==> config.mk <==
export PLATFORM = sky130hd
export DESIGN_NAME = alu_pipe_flat
export DESIGN_NICKNAME = d
export VERILOG_FILES = /design/src/rtl/alu_pipe_if.sv /design/src/rtl/alu_pipe.sv /design/src/flat_wrapper.sv
export SDC_FILE = /design/constraint.sdc
export NUM_CORES = 1
export LEC_CHECK = 0
export CORE_ASPECT_RATIO = 0.5
export CORE_MARGIN = 5
export CORE_UTILIZATION = 52
export DETAILED_ROUTE_END_ITERATION = 16
export PLACE_DENSITY = 0.82
export SLEW_MARGIN = 30
export SYNTH_ARGS = -nofsm -noshare
export SYNTH_HDL_FRONTEND = slang
export SYNTH_SLANG_ARGS = --single-unit
==> constraint.sdc <==
create_clock -name clk -period 7.5 [get_ports clk]
set_input_delay 1.5 -clock clk [delete_from_list [all_inputs] [get_ports clk]]
set_output_delay 1.5 -clock clk [all_outputs]
set_load 0.01 [all_outputs]
==> src/rtl/alu_pipe_if.sv <==
// Handshaked operation/result bundle for alu_pipe.
// The master drives operations and consumes results; alu_pipe is the slave.
interface alu_pipe_if #(
    parameter int WIDTH = 16
);
    logic             in_valid;
    logic             in_ready;
    logic [3:0]       op;
    logic [WIDTH-1:0] a;
    logic [WIDTH-1:0] b;
    logic             out_valid;
    logic             out_ready;
    logic [WIDTH-1:0] result;
    logic             flag_z;
    logic             flag_n;
    logic             flag_c;
    logic             flag_v;
    logic             err;

    modport master (
        output in_valid, op, a, b, out_ready,
        input  in_ready, out_valid, result, flag_z, flag_n, flag_c, flag_v, err
    );

    modport slave (
        input  in_valid, op, a, b, out_ready,
        output in_ready, out_valid, result, flag_z, flag_n, flag_c, flag_v, err
    );
endinterface

==> src/rtl/alu_pipe.sv <==
// Handshaked ALU with N/Z/C/V flags and an iterative shift-add multiply.
// Single-cycle ops land in the output register on the accept edge; MUL takes WIDTH extra edges.
module alu_pipe #(
    parameter int WIDTH = 16,
    parameter int SHW   = $clog2(WIDTH)
) (
    input  logic       clk,
    input  logic       rst_n,
    alu_pipe_if.slave  bus
);
    localparam int               MSB  = WIDTH - 1;
    localparam logic [WIDTH-1:0] WVAL = WIDTH'(WIDTH);

    localparam logic [3:0] OP_ADD  = 4'd0;
    localparam logic [3:0] OP_SUB  = 4'd1;
    localparam logic [3:0] OP_SHR  = 4'd2;
    localparam logic [3:0] OP_SHL  = 4'd3;
    localparam logic [3:0] OP_NAND = 4'd4;
    localparam logic [3:0] OP_OR   = 4'd5;
    localparam logic [3:0] OP_DIR  = 4'd6;
    localparam logic [3:0] OP_SAR  = 4'd7;
    localparam logic [3:0] OP_MUL  = 4'd8;

    typedef enum logic {IDLE, MUL} state_t;

    state_t               state;
    logic [SHW-1:0]       cnt;
    logic [2*WIDTH-1:0]   acc;
    logic [2*WIDTH-1:0]   mcand;
    logic [WIDTH-1:0]     mplier;
    logic [2*WIDTH-1:0]   prod;

    logic                 accept;
    logic                 mul_done;
    logic [WIDTH:0]       sum;
    logic [WIDTH:0]       diff;
    logic [WIDTH:0]       ext_r;
    logic [WIDTH:0]       ext_l;
    logic [WIDTH:0]       ext_s;
    logic [SHW:0]         amt;
    logic                 in_range;
    logic [WIDTH-1:0]     res_c;
    logic                 c_c;
    logic                 v_c;
    logic                 err_c;

    assign bus.in_ready = (state != MUL) && (!bus.out_valid || bus.out_ready);
    assign accept       = bus.in_valid && bus.in_ready;
    assign mul_done     = (state == MUL) && (cnt == SHW'(WIDTH - 1));
    assign prod         = acc + (mplier[0] ? mcand : '0);

    // Shifts run on a WIDTH+1 bit value with a guard bit so the last bit out
    // falls into the guard position; b == WIDTH is covered by the same path.
    always_comb begin
        sum      = {1'b0, bus.a} + {1'b0, bus.b};
        diff     = {1'b0, bus.a} - {1'b0, bus.b};
        in_range = (bus.b <= WVAL);
        amt      = in_range ? bus.b[SHW:0] : '0;
        ext_r    = {bus.a, 1'b0} >> amt;
        ext_l    = {1'b0, bus.a} << amt;
        ext_s    = $signed({bus.a, 1'b0}) >>> amt;
        res_c    = '0;
        c_c      = 1'b0;
        v_c      = 1'b0;
        err_c    = 1'b0;
        case (bus.op)
            OP_ADD: begin
                res_c = sum[MSB:0];
                c_c   = sum[WIDTH];
                v_c   = (bus.a[MSB] == bus.b[MSB]) && (sum[MSB] != bus.a[MSB]);
            end
            OP_SUB: begin
                res_c = diff[MSB:0];
                c_c   = diff[WIDTH];
                v_c   = (bus.a[MSB] != bus.b[MSB]) && (diff[MSB] != bus.a[MSB]);
            end
            OP_SHR:  if (in_range) {res_c, c_c} = ext_r;
            OP_SHL:  if (in_range) {c_c, res_c} = ext_l;
            OP_SAR: begin
                if (in_range) {res_c, c_c} = ext_s;
                else          res_c = {WIDTH{bus.a[MSB]}};
            end
            OP_NAND: res_c = ~(bus.a & bus.b);
            OP_OR:   res_c = bus.a | bus.b;
            OP_DIR:  res_c = bus.a;
            OP_MUL:  res_c = '0;
            default: err_c = 1'b1;
        endcase
    end

    always_ff @(posedge clk or negedge rst_n) begin
        if (!rst_n) begin
            state         <= IDLE;
            cnt           <= '0;
            acc           <= '0;
            mcand         <= '0;
            mplier        <= '0;
            bus.out_valid <= 1'b0;
            bus.result    <= '0;
            bus.flag_z    <= 1'b0;
            bus.flag_n    <= 1'b0;
            bus.flag_c    <= 1'b0;
            bus.flag_v    <= 1'b0;
            bus.err       <= 1'b0;
        end else begin
            case (state)
                IDLE: begin
                    if (accept && bus.op == OP_MUL) begin
                        state  <= MUL;
                        cnt    <= '0;
                        acc    <= '0;
                        mcand  <= {{WIDTH{1'b0}}, bus.a};
                        mplier <= bus.b;
                    end
                end
                MUL: begin
                    acc    <= prod;
                    mcand  <= mcand << 1;
                    mplier <= mplier >> 1;
                    cnt    <= cnt + SHW'(1);
                    if (mul_done) begin
                        state <= IDLE;
                        cnt   <= '0;
                    end
                end
                default: state <= IDLE;
            endcase

            if (mul_done) begin
                bus.out_valid <= 1'b1;
                bus.result    <= prod[MSB:0];
                bus.flag_z    <= (prod[MSB:0] == '0);
                bus.flag_n    <= prod[MSB];
                bus.flag_c    <= |prod[2*WIDTH-1:WIDTH];
                bus.flag_v    <= 1'b0;
                bus.err       <= 1'b0;
            end else if (accept && bus.op != OP_MUL) begin
                bus.out_valid <= 1'b1;
                bus.result    <= res_c;
                bus.flag_z    <= (res_c == '0);
                bus.flag_n    <= res_c[MSB];
                bus.flag_c    <= c_c;
                bus.flag_v    <= v_c;
                bus.err       <= err_c;
            end else if (bus.out_ready) begin
                bus.out_valid <= 1'b0;
            end
        end
    end
endmodule
==> src/flat_wrapper.sv <==
// flat-port wrapper written by rule: the top's interface ports become plain ports
module alu_pipe_flat 
#(
    parameter int WIDTH = 16,
    parameter int SHW   = $clog2(WIDTH)
)
  (clk, rst_n, bus_in_valid, bus_op, bus_a, bus_b, bus_out_ready, bus_in_ready, bus_out_valid, bus_result, bus_flag_z, bus_flag_n, bus_flag_c, bus_flag_v, bus_err);
  alu_pipe_if #(.WIDTH(WIDTH)) bus_i ();
  input  logic clk;
  input  logic rst_n;
  input wire logic [$bits(bus_i.in_valid)-1:0] bus_in_valid;
  input wire logic [$bits(bus_i.op)-1:0] bus_op;
  input wire logic [$bits(bus_i.a)-1:0] bus_a;
  input wire logic [$bits(bus_i.b)-1:0] bus_b;
  input wire logic [$bits(bus_i.out_ready)-1:0] bus_out_ready;
  output wire logic [$bits(bus_i.in_ready)-1:0] bus_in_ready;
  output wire logic [$bits(bus_i.out_valid)-1:0] bus_out_valid;
  output wire logic [$bits(bus_i.result)-1:0] bus_result;
  output wire logic [$bits(bus_i.flag_z)-1:0] bus_flag_z;
  output wire logic [$bits(bus_i.flag_n)-1:0] bus_flag_n;
  output wire logic [$bits(bus_i.flag_c)-1:0] bus_flag_c;
  output wire logic [$bits(bus_i.flag_v)-1:0] bus_flag_v;
  output wire logic [$bits(bus_i.err)-1:0] bus_err;
  assign bus_i.in_valid = bus_in_valid;
  assign bus_i.op = bus_op;
  assign bus_i.a = bus_a;
  assign bus_i.b = bus_b;
  assign bus_i.out_ready = bus_out_ready;
  assign bus_in_ready = bus_i.in_ready;
  assign bus_out_valid = bus_i.out_valid;
  assign bus_result = bus_i.result;
  assign bus_flag_z = bus_i.flag_z;
  assign bus_flag_n = bus_i.flag_n;
  assign bus_flag_c = bus_i.flag_c;
  assign bus_flag_v = bus_i.flag_v;
  assign bus_err = bus_i.err;
  alu_pipe #(.WIDTH(WIDTH), .SHW(SHW)) u_core (.clk(clk), .rst_n(rst_n), .bus(bus_i));
endmodule
After elaboration in Yosys (flattened, before gate mapping) --
Cells that the tools add are included.
Word-level totals: flip-flop bits (word level) 107, input port bits 40, output and inout bits 23, word-level logic and storage cells 94
Operators by class: add/sub/neg operators 4, magnitude comparators 1, equality and inequality tests 15, shift operators 3, muxes and demuxes 39, bitwise gates (word level) 4, reductions and logical operators 16
Operators by type and width (count):
- case mux 16 bit (8 select lines) | 1
- case mux 32 bit (2 select lines) | 2
- 2-to-1 mux 16 bit | 6
- 2-to-1 mux 32 bit | 3
- adder 32 bit | 1
- zero test 16 bit | 2
- case mux 16 bit (2 select lines) | 1
- 2-to-1 mux 1 bit | 19
- adder 16 x 16 -> 17 bit | 1
- << shifter 16 x 5 -> 17 bit | 1
- >> shifter 17 x 5 -> 17 bit | 1
- >>> shifter 17 x 5 -> 17 bit | 1
- subtractor 16 x 16 -> 17 bit | 1
- AND 16 bit | 1
- equality test 4 x 3 -> 1 bit, second input constant | 4
- <= comparator 16 x 5 -> 1 bit, second input constant | 1
- inverter 16 bit | 1
- OR 16 bit | 1
- OR reduction 16 bit | 1
- OR reduction 9 bit | 1
- equality test 4 x 2 -> 1 bit, second input constant | 2
- equality test 4 bit, second input constant | 2
- 2-to-1 mux 4 bit | 2
- case mux 4 bit (2 select lines) | 1
- 16 further kinds | 25

Longest topological paths before layout --
Gate-level depths: netlist (run 1).
word-level depth 8, gate-level depth with buffers 15

Worst setup path before layout (run 1) --
OpenSTA, ideal clock, no wires.
path type input to register, start point input port bus_b[7], end point register u_core.bus.flag_z, data arrival time 4.653 ns, setup slack 2.755 ns, stages 11, buffers on the path 1, path through or4_1 -> buf_4 -> nor4_4 -> mux2i_1 -> mux2i_1 -> mux2i_1 -> nor2_1 -> or4b_2 -> a2111oi_0 -> nand4_1 -> o31ai_2
Between the ends: longest elaborated chain between the ends 8, elaborated cells between the ends (all ways) 17, those cells by class add/sub: 2; order compare: 1; shift: 3; mux: 7; bitwise: 3; reduce/logical: 1
RTL lines:
- from (decl) | RTL line flat_wrapper.sv:14 | input wire logic [$bits(bus_i.b)-1:0] bus_b;
- <= comparator 16 x 5 -> 1 bit | RTL line alu_pipe.sv:57 | in_range = (bus.b <= WVAL);
- 2-to-1 mux 5 bit | RTL line alu_pipe.sv:58 | amt = in_range ? bus.b[SHW:0] : '0;
- >>> shifter 17 x 5 -> 17 bit (tied with other cells) | RTL line alu_pipe.sv:61 | ext_s = $signed({bus.a, 1'b0}) >>> amt;
- 2-to-1 mux 16 bit, on equally long branches | RTL line alu_pipe.sv:80, alu_pipe.sv:77, alu_pipe.sv:78
- case mux 16 bit (8 select lines) (*) | RTL line alu_pipe.sv:66 | case (bus.op)
- zero test 16 bit (*) | RTL line alu_pipe.sv:140 | bus.flag_z <= (res_c == '0);
- 2-to-1 mux 1 bit (*) | RTL line alu_pipe.sv:137 | end else if (accept && bus.op != OP_MUL) begin
- 2-to-1 mux 1 bit (*) | RTL line alu_pipe.sv:129 | if (mul_done) begin
- to (signal assigned) | RTL line alu_pipe.sv:132 | bus.flag_z <= (prod[MSB:0] == '0);
- to (signal assigned) | RTL line alu_pipe.sv:140
- to (decl) | RTL line alu_pipe_if.sv:27 | output in_ready, out_valid, result, flag_z, flag_n, flag_c, flag_v, err
Mark *: on every way between the ends. The rest lies on a longest branch, timed or not. The select of a mux whose other input is x is not followed. A chain may end at the register's enable or synchronous reset.

Worst setup path after layout (run 1) --
start point input port bus_b[12], end point register u_core.bus.flag_z
Same word-level chain as after synthesis.

==> impl_results.html, run 1 <==
<table>
<tr><th>Metric</th><th>Value</th></tr>
<tr><th colspan="2">STA</th></tr>
<tr><td>Worst slew margin</td><td>36.6%</td></tr>
<tr><td>Worst Slack Setup Final</td><td>1.63 ns</td></tr>
<tr><td>Actual slew at the worst max-slew pin</td><td>0.943 ns</td></tr>
<tr><td>Maximum clock frequency</td><td>0.170 GHz</td></tr>
<tr><td>Max-slew violations</td><td>0</td></tr>
<tr><td>Final count of hold timing violations</td><td>0</td></tr>
<tr><td>Unrepaired setup endpoints after global routing</td><td>no</td></tr>
<tr><td>Minimum clock period</td><td>5.87 ns</td></tr>
<tr><td>Final period utilization</td><td>78.3%</td></tr>
<tr><td>Setup TNS Final</td><td>0 ns</td></tr>
<tr><td>Final setup skew</td><td>0.00924 ns</td></tr>
<tr><td>Setup violations, final</td><td>0</td></tr>
<tr><th colspan="2">Synth</th></tr>
<tr><td>Top cells by count, synth</td><td>sky130_fd_sc_hd__nand2_1, sky130_fd_sc_hd__nor2_1, sky130_fd_sc_hd__o21ai_0</td></tr>
<tr><td>Yosys cell types</td><td>81</td></tr>
<tr><td>Most used DFF post-synth</td><td>sky130_fd_sc_hd__dfrtp_1</td></tr>
<tr><td>Main combinational cell family by area after synthesis</td><td>compound AO/OA/AOI/OAI gates</td></tr>
<tr><td>Flop and latch count out of synthesis</td><td>106</td></tr>
<tr><td>Mapped Cells</td><td>1,544</td></tr>
<tr><td>Multiplexer share of the synthesized area</td><td>6.00%</td></tr>
<tr><td>Area share of fa/ha/maj cells after synthesis</td><td>9.25%</td></tr>
<tr><td>Synthesized area divided by synthesized cell count</td><td>7.43 µm²</td></tr>
<tr><td>Yosys top cell area share</td><td>23.1%</td></tr>
<tr><td>Most frequently used cell type in the post-synthesis netlist</td><td>sky130_fd_sc_hd__nand2_1</td></tr>
<tr><td>Proportion of synthesized chip area in sequential cells</td><td>23.1%</td></tr>
<tr><td>Cell accounting for the most synthesized area</td><td>sky130_fd_sc_hd__dfrtp_1</td></tr>
<tr><td>Top area cells in the synthesized netlist</td><td>sky130_fd_sc_hd__dfrtp_1, sky130_fd_sc_hd__ha_1, sky130_fd_sc_hd__nand2_1</td></tr>
<tr><td>Share of synthesized flip-flops with an asynchronous set or reset</td><td>100%</td></tr>
<tr><td>Post-Synth XOR/XNOR Area</td><td>2.60%</td></tr>
<tr><td>Synth warn</td><td>0</td></tr>
<tr><td>Combined area of all synthesized cells</td><td>11,500 µm²</td></tr>
<tr><td>Compound-gate portion of the synthesized area</td><td>27.8%</td></tr>
<tr><td>Post-synth EDFFs</td><td>0</td></tr>
<tr><td>Share of synthesized cell area in and, or, nand and nor gates</td><td>25.0%</td></tr>
<tr><td>Total nets after synthesis</td><td>1,667</td></tr>
<tr><th colspan="2">Clocking</th></tr>
<tr><td>Worst-skew pair later-pin latency</td><td>0.36 ns</td></tr>
<tr><td>Hold_buf cts</td><td>0</td></tr>
<tr><td>CTS tree</td><td>yes</td></tr>
<tr><td>Clock-pin slew on the worst setup and hold paths</td><td>0.07 ns</td></tr>
<tr><td>Maximum number of buffers from clock root to sink</td><td>2</td></tr>
<tr><td>Clock tree sinks</td><td>106</td></tr>
<tr><td>Post-CTS sizing</td><td>0</td></tr>
<tr><td>Post-CTS Setup Inserts</td><td>0</td></tr>
<tr><td>Cell at the root of the clock tree</td><td>sky130_fd_sc_hd__clkbuf_16</td></tr>
<tr><td>Number of H-tree branching levels</td><td>3</td></tr>
<tr><td>CTS buffer count</td><td>9</td></tr>
<tr><th colspan="2">Place</th></tr>
<tr><td>Placed cell areas</td><td>12,300 µm²</td></tr>
<tr><td>Detailed placement HPWL</td><td>34.7 mm</td></tr>
<tr><td>Gp weighted congestion</td><td>1.01</td></tr>
<tr><td>Port Buf Inserts</td><td>62</td></tr>
<tr><td>Pre-CTS worst setup slack</td><td>1.24 ns</td></tr>
<tr><th colspan="2">Floorplanning</th></tr>
<tr><td>Chip height</td><td>115 µm</td></tr>
<tr><td>Initial Util</td><td>52.9%</td></tr>
<tr><td># rows</td><td>38</td></tr>
<tr><td># IOs</td><td>63</td></tr>
<tr><td>Core ar.</td><td>21,700 µm²</td></tr>
<tr><td>Die X-Extent</td><td>220 µm</td></tr>
<tr><td>DIE AREA</td><td>25,300 µm²</td></tr>
<tr><th colspan="2">Route</th></tr>
<tr><td>Total wire length</td><td>47.6 mm</td></tr>
<tr><td>Number of violations reported at the end of detailed-routing iteration 0</td><td>1,717</td></tr>
<tr><td>Total number of vias</td><td>12,800</td></tr>
<tr><td>WL/cell</td><td>25.8 µm</td></tr>
<tr><td>Count of antenna-violating nets left after detailed routing</td><td>0</td></tr>
<tr><td>Remaining routing DRC violations</td><td>0</td></tr>
<tr><td>Length of the first detailed-routing pass in iterations</td><td>8</td></tr>
<tr><td>Vias per inst</td><td>6.92</td></tr>
<tr><th colspan="2">GRT</th></tr>
<tr><td>Global-route wire length before repair</td><td>72.2 mm</td></tr>
<tr><td>Via count of the first global-routing pass</td><td>12,200</td></tr>
<tr><td>Leftover overflow at the end of global routing</td><td>0</td></tr>
<tr><td>GR Util All Layers</td><td>36.9%</td></tr>
<tr><td>Initial antenna violation count</td><td>1</td></tr>
<tr><td>Largest net degree at the start of global routing</td><td>78</td></tr>
<tr><th colspan="2">Power and ir drop</th></tr>
<tr><td>Peak supply drop</td><td>0.000379 V</td></tr>
<tr><td>Power density of the placed cells</td><td>343 nW/µm²</td></tr>
<tr><td>Total design power</td><td>4.32 mW</td></tr>
<tr><td>Leakage power of the design</td><td>5.29 nW</td></tr>
<tr><th colspan="2">Critical path</th></tr>
<tr><td>Kind of critical path</td><td>in -&gt; reg</td></tr>
<tr><td>Required time at the endpoint of the critical path</td><td>7.76 ns</td></tr>
<tr><td>Highest fanout seen on the critical path</td><td>26</td></tr>
<tr><td>Critical Path End Type</td><td>flop</td></tr>
<tr><td>Arrival time of the worst setup path</td><td>6.14 ns</td></tr>
<tr><td>Worst reg-to-reg setup slack</td><td>2.91 ns</td></tr>
<tr><td>Type of origin of the critical path</td><td>primary input</td></tr>
<tr><th colspan="2">Status</th></tr>
<tr><td>Outcome</td><td>finished clean</td></tr>
<tr><th colspan="2">Cells and area</th></tr>
<tr><td>Post-Route Utilization</td><td>58.1%</td></tr>
<tr><td>Area Growth Syn to Fin</td><td>9.87%</td></tr>
<tr><td>Post-route cell area</td><td>12,600 µm²</td></tr>
<tr><td>Share of final-layout standard cells stronger than drive strength 1</td><td>5.76%</td></tr>
<tr><td>Nets@finish</td><td>1,663</td></tr>
<tr><th colspan="2">Worst hold path</th></tr>
<tr><td>Min-Delay Path Class</td><td>reg -&gt; reg</td></tr>
<tr><th colspan="2">Flow run</th></tr>
<tr><td>Number of violations of the max-capacitance limit</td><td>0</td></tr>
</table>
==> layer usage <==
layer	global-route usage, %	part of all wire (%)	vias up
met4	16.1	4.9	2
met2	57.9	43	811
met1	48.9	41	6147
met5	0	0.019	-
met3	8.87	11	170
li1	-	-	5645
==> through the flow <==
step	hold slack (ns)	cells
after global placement	0.475	1829
after global routing	0.522	1845
after floorplan	0.456	1544
final	0.503	1846
after detailed placement	0.486	1829
after CTS	0.503	1845
==> path summary, 6_finish.rpt <==
check / start / to / cells past startpoint
max: bus_b[12] / u_core.bus.flag_z / 12
min: u_core.mcand[27] / u_core.mcand[28] / 2
max reg2reg: u_core.mplier[0] / u_core.bus.flag_c / 14
min reg2reg: u_core.mcand[27] / u_core.mcand[28] / 2
max in group asynchronous: rst_n / u_core.bus.flag_z / 2
min in group asynchronous: rst_n / u_core.cnt[2] / 1
==> registers in the layout, summed over array words and instances (netlist names), 4 cells and up <==
signal / cells
u_core.bus.result: 15
u_core.mcand: 32
u_core.cnt: 4
u_core.mplier: 16
u_core.acc: 32
==> cells by family (layout without fill, tap and decap cells) <==
family,after synthesis,after routing
and+or+nand+nor,589,589
AOI/OAI and AO/OA,484,484
buffers and inverters,180,181
DFF,106,106
adders and majority gates,83,83
muxes,68,68
xor gates and xnor gates,34,34
other,0,1
==> final cells by class <==
| cell class | count | area [µm²] |
|---|---|---|
| Antenna cell | 1 | 2.50 |
| Clock buffer | 13 | 250 |
| Clock inverter | 3 | 25.0 |
| Fill cell | 1995 | 9080 |
| Inverter | 64 | 240 |
| Multi-Input combinational cell | 1258 | 8150 |
| Sequential cell | 106 | 2650 |
| Tap cell | 300 | 375 |
| Timing Repair Buffer | 101 | 910 |
==> power by group <==
part           total (mW)  switching (mW)  leakage, nW  internal [mW]
Combinational        2.83            1.76         3.89           1.07
Clock               0.465           0.228        0.130          0.237
Sequential           1.03           0.199         1.27          0.827
==> cell usage in the layout, fill, tap and decap left out, drive strengths merged, types with 5 or more instances in the layout <==
cell           netlist  routed
nor4                22      22
o21ai              114     114
nand3               40      40
xnor2               27      27
clkbuf              96      13
o311ai               6       6
a21o                17      17
or3                 15      15
o221ai               8       8
clkdlybuf4s50        0      60
or4                  5       5
o22ai               48      48
nor2b               20      20
a31oi               26      26
mux2i               62      62
a211o               10      10
a211oi              31      31
nor2               153     153
and2                39      39
inv                 61      62
buf                 20      41
a221oi               7       7
a311oi               5       5
nor3b                5       5
nor3                39      39
o21bai              10      10
o31ai                7       7
nand2              190     190
ha                  80      80
and3                12      12
dfrtp              106     106
o211ai              30      30
nand4               21      21
xor2                 7       7
mux2                 6       6
a2111oi             13      13
a22o                 5       5
a21oi               94      94
o21a                 5       5
nand2b               9       9
==> worst max-delay path: stages <==
cell and delay (ns):
sky130_fd_sc_hd__clkdlybuf4s50_1 0.57, sky130_fd_sc_hd__or4_1 0.80, sky130_fd_sc_hd__nor4_4 0.38, sky130_fd_sc_hd__buf_4 0.40
sky130_fd_sc_hd__mux2i_1 0.23, sky130_fd_sc_hd__o221ai_1 0.17, sky130_fd_sc_hd__a21oi_1 0.21, sky130_fd_sc_hd__a2111oi_0 0.10
sky130_fd_sc_hd__or4b_2 0.69, sky130_fd_sc_hd__a2111oi_0 0.56, sky130_fd_sc_hd__nand4_1 0.26, sky130_fd_sc_hd__o31ai_2 0.25
(Power assumes the default switching activity.)
==> inputs of run 2 (changes only) <==
--- a/config.mk
+++ b/config.mk
@@ -9,7 +9,7 @@
 export CORE_MARGIN = 5
 export CORE_UTILIZATION = 52
 export DETAILED_ROUTE_END_ITERATION = 16
-export PLACE_DENSITY = 0.82
+export PLACE_DENSITY = 0.85
 export SLEW_MARGIN = 30
 export SYNTH_ARGS = -nofsm -noshare
 export SYNTH_HDL_FRONTEND = slang
==> constraint.sdc (replaced) <==
create_clock -name clk -period 4.95 [get_ports clk]
set_input_delay 0.99 -clock clk [delete_from_list [all_inputs] [get_ports clk]]
set_output_delay 0.99 -clock clk [all_outputs]
set_load 0.01 [all_outputs]
==> run 2 against run 1 <==
Against the previous run: count of clock-buffer cells in the layout fell by 3; clock power increased by 63%; routed wire length decreased by 4.2%; non-clock buffer count is 65 higher; global-route usage down 1.4 points; critical path depth unchanged; die area unchanged; register-to-register slack worse by 2.1 ns; highest routed layer unchanged; flip-flop and latch count stayed put.
==> impl_results.html, run 2 (synthesis results as in run 1) <==
<table>
<tr><th>Metric</th><th>Value</th></tr>
<tr><th colspan="2">Critical path</th></tr>
<tr><td>Type of origin of the critical path</td><td>primary input</td></tr>
<tr><td>Crit path max-delay family</td><td>compound AO/OA/AOI/OAI gates</td></tr>
<tr><td>Critical Path End Type</td><td>flop</td></tr>
<tr><td>Worst reg-to-reg setup slack</td><td>0.81 ns</td></tr>
<tr><td>Critical-path top delay cell</td><td>sky130_fd_sc_hd__clkdlybuf4s50_1</td></tr>
<tr><td>Cell-by-cell listing of the critical path</td><td>clkdlybuf4s50_1 &gt; inv_1 &gt; ha_1 &gt; nor3_1 &gt; a2111oi_0 &gt; nor3_1 &gt; a221o_1 &gt; a221oi_1 &gt; o31ai_1 &gt; a41o_1 &gt; a311o_1 &gt; o31ai_2</td></tr>
<tr><td>Reg-to-reg critical path startpoint</td><td>u_core.mplier[0]</td></tr>
<tr><td>Highest fanout seen on the critical path</td><td>9</td></tr>
<tr><td>Kind of critical path</td><td>in -&gt; reg</td></tr>
<tr><td>Most common cell type on the critical path</td><td>sky130_fd_sc_hd__nor3_1</td></tr>
<tr><td>Arrival time of the worst setup path</td><td>4.94 ns</td></tr>
<tr><td>Source of the critical timing path</td><td>bus_b[4]</td></tr>
<tr><td>Required time at the endpoint of the critical path</td><td>5.23 ns</td></tr>
<tr><td>Critical path's largest stage delay</td><td>0.71 ns</td></tr>
<tr><td>CP Buf/Inv Count</td><td>2</td></tr>
<tr><th colspan="2">Power and ir drop</th></tr>
<tr><td>Leakage power of the design</td><td>5.62 nW</td></tr>
<tr><td>Peak supply drop</td><td>0.000346 V</td></tr>
<tr><td>Total design power</td><td>6.52 mW</td></tr>
<tr><td>Power density of the placed cells</td><td>495 nW/µm²</td></tr>
<tr><th colspan="2">Route</th></tr>
<tr><td>Total number of vias</td><td>12,900</td></tr>
<tr><td>Total wire length</td><td>45.6 mm</td></tr>
<tr><td>Count of antenna-violating nets left after detailed routing</td><td>0</td></tr>
<tr><td>Number of violations reported at the end of detailed-routing iteration 0</td><td>1,708</td></tr>
<tr><td>WL/cell</td><td>23.9 µm</td></tr>
<tr><td>Length of the first detailed-routing pass in iterations</td><td>6</td></tr>
<tr><td>Remaining routing DRC violations</td><td>0</td></tr>
<tr><td>Vias per inst</td><td>6.74</td></tr>
<tr><th colspan="2">Cells and area</th></tr>
<tr><td>Most frequent standard cell in the layout excluding fill and tap cells</td><td>sky130_fd_sc_hd__nand2_1</td></tr>
<tr><td>Regs by FF count</td><td>u_core.acc (32), u_core.mcand (32), u_core.mplier (16)</td></tr>
<tr><td>Nets@finish</td><td>1,728</td></tr>
<tr><td>Area Growth Syn to Fin</td><td>14.7%</td></tr>
<tr><td>Commonest cells after routing, fill and taps aside</td><td>sky130_fd_sc_hd__nand2_1, sky130_fd_sc_hd__nor2_1, sky130_fd_sc_hd__o21ai_0, sky130_fd_sc_hd__dfrtp_1, sky130_fd_sc_hd__buf_4</td></tr>
<tr><td>Share of final-layout standard cells stronger than drive strength 1</td><td>9.57%</td></tr>
<tr><td>Post-route cell area</td><td>13,200 µm²</td></tr>
<tr><th colspan="2">STA</th></tr>
<tr><td>Worst slew margin</td><td>35.2%</td></tr>
<tr><td>Setup violations, final</td><td>0</td></tr>
<tr><td>Final setup skew</td><td>0.0137 ns</td></tr>
<tr><td>Minimum clock period</td><td>4.66 ns</td></tr>
<tr><td>Max-slew violations</td><td>0</td></tr>
<tr><td>Final period utilization</td><td>94.1%</td></tr>
<tr><td>Unrepaired setup endpoints after global routing</td><td>no</td></tr>
<tr><td>Actual slew at the worst max-slew pin</td><td>0.959 ns</td></tr>
<tr><td>Final count of hold timing violations</td><td>0</td></tr>
<tr><td>Maximum clock frequency</td><td>0.215 GHz</td></tr>
<tr><td>Setup TNS Final</td><td>0 ns</td></tr>
<tr><th colspan="2">Place</th></tr>
<tr><td>Detailed placement HPWL</td><td>34.2 mm</td></tr>
<tr><td>Port Buf Inserts</td><td>62</td></tr>
<tr><td>Gp weighted congestion</td><td>1.15</td></tr>
<tr><td>Placed cell areas</td><td>12,800 µm²</td></tr>
<tr><th colspan="2">Clocking</th></tr>
<tr><td>Post-CTS sizing</td><td>0</td></tr>
<tr><td>Hold_buf cts</td><td>0</td></tr>
<tr><td>Maximum number of buffers from clock root to sink</td><td>2</td></tr>
<tr><td>Worst-skew pair later-pin latency</td><td>0.37 ns</td></tr>
<tr><td>Clock tree sinks</td><td>106</td></tr>
<tr><td>Cell at the root of the clock tree</td><td>sky130_fd_sc_hd__clkbuf_16</td></tr>
<tr><td>Post-CTS Setup Inserts</td><td>0</td></tr>
<tr><td>Number of H-tree branching levels</td><td>3</td></tr>
<tr><td>CTS buffer count</td><td>9</td></tr>
<tr><td>CTS tree</td><td>yes</td></tr>
<tr><td>Clock-pin slew on the worst setup and hold paths</td><td>0.08 ns</td></tr>
<tr><th colspan="2">Floorplanning</th></tr>
<tr><td># rows</td><td>38</td></tr>
<tr><td>Initial Util</td><td>52.9%</td></tr>
<tr><td>DIE AREA</td><td>25,300 µm²</td></tr>
<tr><td>Chip height</td><td>115 µm</td></tr>
<tr><td>Core ar.</td><td>21,700 µm²</td></tr>
<tr><td># IOs</td><td>63</td></tr>
<tr><td>Die X-Extent</td><td>220 µm</td></tr>
<tr><th colspan="2">Status</th></tr>
<tr><td>Outcome</td><td>finished clean</td></tr>
<tr><th colspan="2">GRT</th></tr>
<tr><td>Largest net degree at the start of global routing</td><td>82</td></tr>
<tr><td>GR Util All Layers</td><td>35.5%</td></tr>
<tr><td>Global-route wire length before repair</td><td>69.9 mm</td></tr>
<tr><td>Initial antenna violation count</td><td>1</td></tr>
<tr><td>Via count of the first global-routing pass</td><td>12,100</td></tr>
<tr><td>Leftover overflow at the end of global routing</td><td>0</td></tr>
<tr><th colspan="2">Flow run</th></tr>
<tr><td>Number of violations of the max-capacitance limit</td><td>0</td></tr>
<tr><th colspan="2">Worst hold path</th></tr>
<tr><td>Worst hold start</td><td>u_core.acc[19]</td></tr>
<tr><td>Min-Delay Path Class</td><td>reg -&gt; reg</td></tr>
</table>
[run 2: cell types whose count changed in the layout (fill, tap and decap cells not counted), sizes merged]
| cell | delta |
|---|---|
| inv | +3 |
| buf | +65 |
| clkbuf | -3 |
| bufinv | +1 |
| clkinvlp | -1 |
[run 2: metrics by stage]
stage,setup WS (ns),util (%),hold slack [ns],std cells
4_1_cts,0.394,60.7,0.501,1910
3_5_place_dp,0.0210,59.2,0.484,1894
3_3_place_gp,0.0458,59.2,0.476,1894
5_1_grt,0.0700,60.7,0.526,1910
6_report,0.291,60.7,0.497,1911
2_1_floorplan,0.715,-,0.456,1544
[run 2: layout make-up]
type / count / area [µm²]
Tap cell: 300 / 375
Clock buffer: 10 / 229
Sequential cell: 106 / 2650
Fill cell: 1999 / 8530
Inverter: 64 / 240
Clock inverter: 6 / 81.3
Antenna cell: 1 / 2.50
Timing Repair Buffer: 166 / 1450
Multi-Input combinational cell: 1258 / 8120
[run 2: layer usage]
layer	vias up	part of all wire, %	GRT usage, %
met2	790	41	52.3
met1	6109	42	48.4
met5	-	0.029	0
met3	180	12	10.8
li1	5802	-	-
met4	2	4.9	15.2
[run 2: tightest hold or removal path: stages (launching register included)]
cell                      delay (ns)
sky130_fd_sc_hd__dfrtp_1        0.35
sky130_fd_sc_hd__nand2_1        0.04
sky130_fd_sc_hd__o21ai_0        0.07
[run 2: power breakdown]
group | switching (mW) | internal, mW
Combinational | 2.54 | 1.65
Sequential | 0.310 | 1.25
Clock | 0.351 | 0.406
[run 2: path summary, 6_finish.rpt]
| check | endpoint | cells past startpoint |
|---|---|---|
| min reg2reg | u_core.acc[19] | 2 |
| min | u_core.acc[19] | 2 |
| min in group asynchronous | u_core.acc[27] | 1 |
| max in group asynchronous | u_core.bus.result[0] | 2 |
| max reg2reg | u_core.bus.flag_c | 13 |
| max | u_core.bus.flag_z | 12 |
